## config.mk

```make
export PLATFORM = sky130hd
export DESIGN_NAME = bcd_score_accum
export DESIGN_NICKNAME = d
export VERILOG_FILES = /design/src/rtl/bcd_score_accum.sv
export SDC_FILE = /design/constraint.sdc
export NUM_CORES = 1
export LEC_CHECK = 0
export ABC_AREA = 1
export BUFFER_PORTS_ARGS = -buffer_cell sky130_fd_sc_hd__buf_2
export CAP_MARGIN = 20
export CORE_MARGIN = 5
export CORE_UTILIZATION = 45
export DETAILED_ROUTE_END_ITERATION = 6
export PLACE_DENSITY = 0.76
export SLEW_MARGIN = 10
export SYNTH_ARGS = -nofsm -noshare
export SYNTH_HDL_FRONTEND = slang
export SYNTH_SLANG_ARGS = --single-unit
```

## constraint.sdc

```tcl
create_clock -name clk -period 7.8 [get_ports clk]
set_input_delay 0 -clock clk [delete_from_list [all_inputs] [get_ports clk]]
set_output_delay 0 -clock clk [all_outputs]
set_load 0.05 [all_outputs]
```

## src/rtl/bcd_score_accum.sv

```systemverilog
// Multi-digit BCD score accumulator: weighted events, saturation, sticky win flag, RUN/OVER FSM.
// Optional high-score tracking is enabled by defining SCORE_HISCORE_EN.
module bcd_score_accum #(
    parameter int DIGITS      = 2,
    parameter int HIT_SCORE   = 1,
    parameter int BONUS_SCORE = 2,
    parameter int CHEAT_SCORE = 9,
    parameter int TARGET      = 99
) (
    input  logic                clk,
    input  logic                resetN,
    input  logic                newGame,
    input  logic                hit,
    input  logic                bonus,
    input  logic                scoreCheat,
    input  logic                gameOver,
    output logic [4*DIGITS-1:0] score,
    output logic                tc,
    output logic                saturated,
`ifdef SCORE_HISCORE_EN
    output logic [4*DIGITS-1:0] hiScore,
    output logic                newHigh,
`endif
    output logic                running
);

    function automatic longint pow10(int n);
        longint r = 1;
        for (int i = 0; i < n; i++) r = r * 10;
        return r;
    endfunction

    function automatic logic [31:0] to_bcd(longint v);
        logic [31:0] r = '0;
        longint      t = v;
        for (int i = 0; i < 8; i++) begin
            r[4*i +: 4] = 4'(t % 10);
            t = t / 10;
        end
        return r;
    endfunction

    localparam logic [31:0] TGT_BCD32 = to_bcd(longint'(TARGET));

    if (DIGITS < 2 || DIGITS > 8) begin : g_bad_digits
        $error("bcd_score_accum: DIGITS must be 2..8");
    end
    if (HIT_SCORE < 0 || HIT_SCORE > 9 || BONUS_SCORE < 0 || BONUS_SCORE > 9 ||
        CHEAT_SCORE < 0 || CHEAT_SCORE > 9) begin : g_bad_weights
        $error("bcd_score_accum: event weights must be 0..9");
    end
    if (TARGET < 1 || longint'(TARGET) > pow10(DIGITS) - 1) begin : g_bad_target
        $error("bcd_score_accum: TARGET out of range");
    end

    typedef enum logic {S_RUN = 1'b0, S_OVER = 1'b1} state_t;

    state_t                state_q, state_d;
    logic [4*DIGITS-1:0]   score_q, score_d, sum;
    logic                  tc_q, tc_d, sat_q, sat_d;
    logic [4:0]            inc;
    logic [3:0]            inc_tens, inc_units;
    logic                  carry_out, accept, go_over;

    assign accept  = (state_q == S_RUN) && !gameOver && !newGame;
    assign go_over = (state_q == S_RUN) && gameOver && !newGame;

    // Binary increment split into two BCD digits before entering the ripple chain.
    always_comb begin
        inc = (hit        ? 5'(HIT_SCORE)   : 5'd0)
            + (bonus      ? 5'(BONUS_SCORE) : 5'd0)
            + (scoreCheat ? 5'(CHEAT_SCORE) : 5'd0);
        if (inc >= 5'd20) begin
            inc_tens  = 4'd2;
            inc_units = 4'(inc - 5'd20);
        end else if (inc >= 5'd10) begin
            inc_tens  = 4'd1;
            inc_units = 4'(inc - 5'd10);
        end else begin
            inc_tens  = 4'd0;
            inc_units = inc[3:0];
        end
    end

    always_comb begin
        logic [4:0] s;
        logic [3:0] add;
        logic       c;
        sum = '0;
        c   = 1'b0;
        for (int i = 0; i < DIGITS; i++) begin
            add = (i == 0) ? inc_units : (i == 1) ? inc_tens : 4'd0;
            s   = {1'b0, score_q[4*i +: 4]} + {1'b0, add} + {4'd0, c};
            if (s >= 5'd10) begin
                sum[4*i +: 4] = 4'(s - 5'd10);
                c = 1'b1;
            end else begin
                sum[4*i +: 4] = s[3:0];
                c = 1'b0;
            end
        end
        carry_out = c;
    end

    always_ff @(posedge clk or negedge resetN) begin
        if (!resetN) state_q <= S_RUN;
        else         state_q <= state_d;
    end

    always_comb begin
        state_d = state_q;
        if (newGame)      state_d = S_RUN;
        else if (go_over) state_d = S_OVER;
    end

    always_comb begin
        running = (state_q == S_RUN);
    end

    // Packed BCD compares like an unsigned integer, so the TARGET check is a plain >=.
    always_comb begin
        score_d = score_q;
        tc_d    = tc_q;
        sat_d   = sat_q;
        if (newGame) begin
            score_d = '0;
            tc_d    = 1'b0;
            sat_d   = 1'b0;
        end else if (accept) begin
            if (carry_out) begin
                score_d = {DIGITS{4'h9}};
                sat_d   = 1'b1;
            end else begin
                score_d = sum;
            end
            tc_d = tc_q | (score_d >= TGT_BCD32[4*DIGITS-1:0]);
        end
    end

    always_ff @(posedge clk or negedge resetN) begin
        if (!resetN) begin
            score_q <= '0;
            tc_q    <= 1'b0;
            sat_q   <= 1'b0;
        end else begin
            score_q <= score_d;
            tc_q    <= tc_d;
            sat_q   <= sat_d;
        end
    end

    assign score     = score_q;
    assign tc        = tc_q;
    assign saturated = sat_q;

`ifdef SCORE_HISCORE_EN
    logic [4*DIGITS-1:0] hi_q, hi_d;
    logic                nh_q, nh_d;

    always_comb begin
        hi_d = hi_q;
        nh_d = nh_q;
        if (newGame) begin
            nh_d = 1'b0;
        end else if (go_over) begin
            if (score_q > hi_q) begin
                hi_d = score_q;
                nh_d = 1'b1;
            end else begin
                nh_d = 1'b0;
            end
        end
    end

    always_ff @(posedge clk or negedge resetN) begin
        if (!resetN) begin
            hi_q <= '0;
            nh_q <= 1'b0;
        end else begin
            hi_q <= hi_d;
            nh_q <= nh_d;
        end
    end

    assign hiScore = hi_q;
    assign newHigh = nh_q;
`endif

endmodule

```

==> results of run 1 <==
-- registers in the layout, indices dropped and copies added, names as in the netlist --
signal and cells:
state_q 1, saturated 1, tc 1, score 8
-- worst min-delay path by stage --
stage                         from        end  slack, ns  cells after the start
after floorplan             resetN  saturated      -0.30                      0
after global placement      resetN         tc      -0.13                      1
after detailed placement    resetN    state_q      -0.12                      1
after CTS                 gameOver   score[7]       0.05                      4
after global routing      gameOver   score[7]       0.11                      4
final                     gameOver   score[7]       0.06                      4
-- per-stage QoR --
step,power [W],cell area (sq um)
after floorplan,0.000151,896
after global placement,0.000172,1010
final,0.000216,1060
after global routing,0.000232,1060
after detailed placement,0.000178,1010
after CTS,0.000218,1060
-- layer usage --
layer  global-route usage  part of all wire  vias to the layer above
li1                     -                 -                      422
met1                0.180              0.44                      361
met3               0.0572             0.061                        2
met4               0.0207            0.0051                        0
met2                0.252              0.49                       16
met5                    0                 0                        -
-- report_power, final --
| group | switching (W) | internal, W |
|---|---|---|
| combinational | 0.0000733 | 0.0000374 |
| clock | 0.0000189 | 0.0000198 |
| sequential | 0.00000451 | 0.0000619 |
| total | 0.0000968 | 0.000119 |
-- logic make-up after synthesis --
| logic type | Yosys count | synth area share |
|---|---|---|
| AO/OA/AOI/OAI | 14 | 0.0936 |
| XOR/XNOR | 3 | 0.0377 |
| adder cells (fa/ha/maj) | 12 | 0.184 |
| buffers and inverters | 22 | 0.0922 |
| flip-flops | 11 | 0.307 |
| AND/OR/NAND/NOR | 55 | 0.285 |
-- final cells by class --
| class | count | area [sq um] | area share |
|---|---|---|---|
| multi-input combinational | 84 | 538 | 0.507 |
| sequential | 11 | 275 | 0.259 |
| inverter | 22 | 82.6 | 0.0778 |
| timing repair buffer | 19 | 105 | 0.0991 |
| clock buffer | 4 | 26.3 | 0.0248 |
| tap | 27 | 33.8 | 0.0318 |
-- worst max-delay path, cell delays in order --
cell,delay [ns]
buf_2,0.09
ha_1,0.17
inv_1,0.07
ha_1,0.27
a21oi_1,0.07
nor2_1,0.20
xor2_1,0.26
inv_1,0.10
fa_1,0.43
inv_1,0.07
nand2_1,0.06
and2_1,0.14
ha_1,0.21
nand2_1,0.08
nand3_1,0.11
nand2_1,0.13
inv_1,0.06
fa_1,0.38
inv_1,0.11
ha_1,0.19
xnor2_1,0.15
nand3_1,0.17
nand2_4,0.14
nand2_1,0.05
nor2_1,0.14
nor2_1,0.07
nand2_1,0.08
a21oi_2,0.05
-- repair_timing --
| action | in CTS | in global routing |
|---|---|---|
| gates resized for setup | 0 | 0 |
| setup endpoints to repair | 0 | 0 |
| hold buffers | 2 | 0 |
| hold endpoints to repair | 12 | 0 |
-- placed cells by master, fill, tap and decap left out, drive strengths merged --
master       instances
a21oi                5
and2                 2
buf                 17
clkbuf               4
dfrtp               11
dlygate4sd3          2
fa                   2
ha                  10
inv                 22
nand2               27
nand3               16
nor2                 9
nor3                 1
o21ai                6
o22ai                1
o31ai                2
xnor2                1
xor2                 2
==> impl_metrics.tcl, run 1 <==
set metrics [dict create \
    fmax_mhz 258 \
    initial_core_util 0.466 \
    final-hold-violation-count 0 \
    synth_area_per_cell_sq_um 7.66 \
    die_area_sq_um 2980 \
    yosysSeqAreaShare 0.307 \
    synth_top_area_share 0.307 \
    pre_cts_slack_ns 3.66 \
    clock_path_buffers 2 \
    ys_top_cells_by_count "nand2_1, inv_1, nand3_1, dfrtp_1, ha_1" \
    first_global_vias 760 \
    drt_wl_total_um 1950 \
    syn2layout_area_growth_pct 18.4 \
    yosysWarnings 0 \
    grt_util_all_layers 0.148 \
    cp-startpoint "scoreCheat" \
    critPathArrivalTime_ns 4.04 \
    fin_crit_ns 3.87 \
    grt_max_degree 12 \
    drc 0 \
    drtIter0Drc 14 \
    synth_edf_count 0 \
    worst_pin_slew_ns 0.527 \
    grt_pass1_wl_um 3150 \
    nets 160 \
    ys_types 22 \
    antenna_left 0 \
    num_vias 801 \
    final_core_utilization 0.552 \
    critPathLaunchType "input pin" \
    status "completed" \
    end_kind "flip-flop" \
    synth_nets 136 \
    p_per_area_nw_per_um2 204 \
    gr-total-overflow 0 \
    critPathMaxFanout 5 \
    io_pins 18 \
    setup_viol 0 \
    drv_slew 0 \
    fillers 202 \
    synth_ff_type "dfrtp_1" \
    clock_sinks 11 \
    r2r_end "tc" \
    synth_most_common_cell "nand2_1" \
    hold_path.class "in2reg" \
    port_buffers 17 \
    rr_startpoint "score[0]" \
    synth_area_leaders "dfrtp_1, ha_1, nand2_1" \
    fin_ws_ns 3.93 \
    ys_ff_latch 11 \
    slew_headroom 0.647 \
    cts.clk_slew.worst_paths_ns 0.07 \
    rows 16 \
    core_region_area_sq_um 1920 \
    insertion_delay_ns 0.27 \
    dp_cells 161 \
    holdWs_ns 0.0581 \
    timing.setup.tns_ns 0 \
    wire_per_inst_um 11.7 \
    postSynthCellCount 117 \
    rr_worst_depth 22 \
    die_h_um 54.6 \
    cts_root_buffer "clkbuf_4" \
    synth_area_leader_cell "dfrtp_1" \
    endpoint "tc" \
    synth_area_sq_um 896 \
    gp_congestion 0.835 \
    ir_worst_vdd_mv 0.120 \
    cts_made_buffers 3 \
    num_antenna_cells 0 \
    leakage_nw 0.604 \
    rsz0062_at_grt "false" \
    layout.cells.non_filler 167 \
    die_w_um 54.6 \
    path_class "in2reg" \
    drtPass1Iterations 4 \
    post_cts.repair.setup_buffers 0 \
    vias_per_cell 4.80 \
    rrSetupSlack_ns 4.27 \
    finClkSkew_ns 0.00627 \
    antenna_found_initial 0 \
    drive_above_1_share 0.200 \
    cts.htree.levels 1 \
    critPathRequiredTime_ns 7.97 \
    maxCapViolCount 0 \
    synthArstFlopShare 1.00 \
    cts_tree "built" \
    finalCritPeriodShare 0.496 \
    dp_hpwl_um 1560 \
]
No activity file was read; power rests on OpenSTA's default activity.
==> run 2: changes to the inputs <==
- clock period: 7.8 -> 3.97 ns (I/O delays scaled with it)
==> impl_metrics.tcl, run 2 (same netlist as run 1, synthesis figures left out) <==
set metrics [dict create \
    vias_per_cell 4.94 \
    clock_path_buffers 2 \
    path_class "in2reg" \
    drv_slew 0 \
    cts_root_buffer "clkbuf_4" \
    maxCapViolCount 0 \
    layout_common_cells "nand2_1, inv_1, buf_2, nand3_1, dfrtp_1" \
    die_w_um 54.6 \
    p_per_area_nw_per_um2 395 \
    critPathRequiredTime_ns 4.12 \
    syn2layout_area_growth_pct 25.3 \
    cts.clk_slew.worst_paths_ns 0.08 \
    leakage_nw 0.629 \
    finClkSkew_ns 0.00719 \
    critPathArrivalTime_ns 3.80 \
    rows 16 \
    drive_above_1_share 0.278 \
    insertion_delay_ns 0.26 \
    antenna_found_initial 0 \
    die_area_sq_um 2980 \
    fmax_mhz 274 \
    core_region_area_sq_um 1920 \
    slew_headroom 0.638 \
    dp_hpwl_um 1640 \
    drtPass1Iterations 4 \
    status "completed" \
    holdWs_ns 0.0651 \
    grt_max_degree 12 \
    ir_worst_vdd_mv 0.194 \
    place_area_sq_um 1040 \
    final_area_sq_um 1120 \
    num_vias 844 \
    power_w 0.000444 \
    clock_sinks 11 \
    critical-path-top-delay-family "adder cells" \
    hold_path_depth 4 \
    drtIter0Drc 20 \
    io_pins 18 \
    final-hold-violation-count 0 \
    port_buffers 17 \
    initial_core_util 0.466 \
    drt_wl_total_um 2110 \
    setup_viol 0 \
    cts.htree.levels 1 \
    drc 0 \
    antenna_left 0 \
    num_antenna_cells 0 \
    grt_pass1_wl_um 3440 \
    die_h_um 54.6 \
    worst_pin_slew_ns 0.542 \
    final_core_utilization 0.584 \
    wire_per_inst_um 12.4 \
    largest_register_ffs 8 \
    nets 164 \
    hold_path.class "in2reg" \
    finalCritPeriodShare 0.918 \
    cp_num_buf_inv 6 \
    critPathMaxFanout 5 \
    worst_path_max_delay_cell "fa_2" \
    layout_commonest_cell "nand2_1" \
    end_kind "flip-flop" \
    cts_tree "built" \
    gp_congestion 0.849 \
    cp_slowest_stage_delay_ns 0.37 \
    grt_util_all_layers 0.157 \
    gr-total-overflow 0 \
    rr_worst_depth 22 \
    first_global_vias 826 \
    critPathLaunchType "input pin" \
    fin_crit_ns 3.64 \
    cts_made_buffers 3 \
    cp.depth 28 \
]
## run 2: changes by cell type in the layout (fill, tap and decap cells not counted), sizes merged
cell and change:
buf +4
## run 2: timing repair
item | in CTS | in global routing
buffers inserted | 0 | 1
hold buffers | 2 | 0
setup endpoints to repair | 0 | 6
gates resized for setup | 0 | 8
hold endpoints to repair | 12 | 0
## run 2: through the flow
stage	cells	setup slack [ns]	setup TNS (ns)
after floorplan	117	0.391	0
after global placement	164	0.100	0
after detailed placement	164	-0.0647	-0.0647
after CTS	170	0.167	0
after global routing	171	-0.0117	-0.0117
final	171	0.326	0
## run 2: layout make-up
type / instances / area (sq um)
Tap cell: 27 / 33.8
Timing Repair Buffer: 23 / 135
Clock buffer: 4 / 26.3
Sequential cell: 11 / 275
Multi-Input combinational cell: 84 / 569
Inverter: 22 / 82.6
Fill cell: 195 / 800
## run 2: worst register-to-register path, stage by stage (launching register included)
cell	delay [ns]
dfrtp_1	0.40
ha_1	0.21
inv_1	0.07
fa_2	0.34
inv_1	0.06
nand2_1	0.05
and2_1	0.15
ha_1	0.21
nand2_1	0.09
nand3_1	0.11
nand2_1	0.12
inv_1	0.06
fa_1	0.36
inv_1	0.09
ha_2	0.22
xnor2_2	0.13
nand3_2	0.14
nand2_4	0.11
nand2_1	0.07
nor2_2	0.12
nor2_1	0.05
nand2_1	0.08
a21oi_2	0.05
## run 2: path summary, 6_finish.rpt
path	start	to	slack [ns]
min reg2reg	saturated	saturated	0.49
max in group asynchronous	resetN	score[4]	3.62
max reg2reg	score[0]	tc	0.57
min	gameOver	score[7]	0.07
min in group asynchronous	resetN	score[1]	0.14
max	hit	tc	0.33
## run 2: per-layer routing
layer / share of wire / vias to the layer above / GRT usage / wire, um
met4: 0.0066 / 0 / 0.0207 / 14
met2: 0.50 / 21 / 0.272 / 1050
li1: - / 430 / - / -
met3: 0.040 / 2 / 0.0409 / 85
met1: 0.46 / 391 / 0.197 / 964
met5: 0 / - / 0 / 0
## run 2: report_power, final
| group | internal [W] | switching, W | total [W] |
|---|---|---|---|
| registers | 0.000122 | 0.00000934 | 0.000131 |
| logic | 0.0000873 | 0.000149 | 0.000236 |
| clock network | 0.0000388 | 0.0000380 | 0.0000768 |
| total | 0.000248 | 0.000196 | 0.000444 |
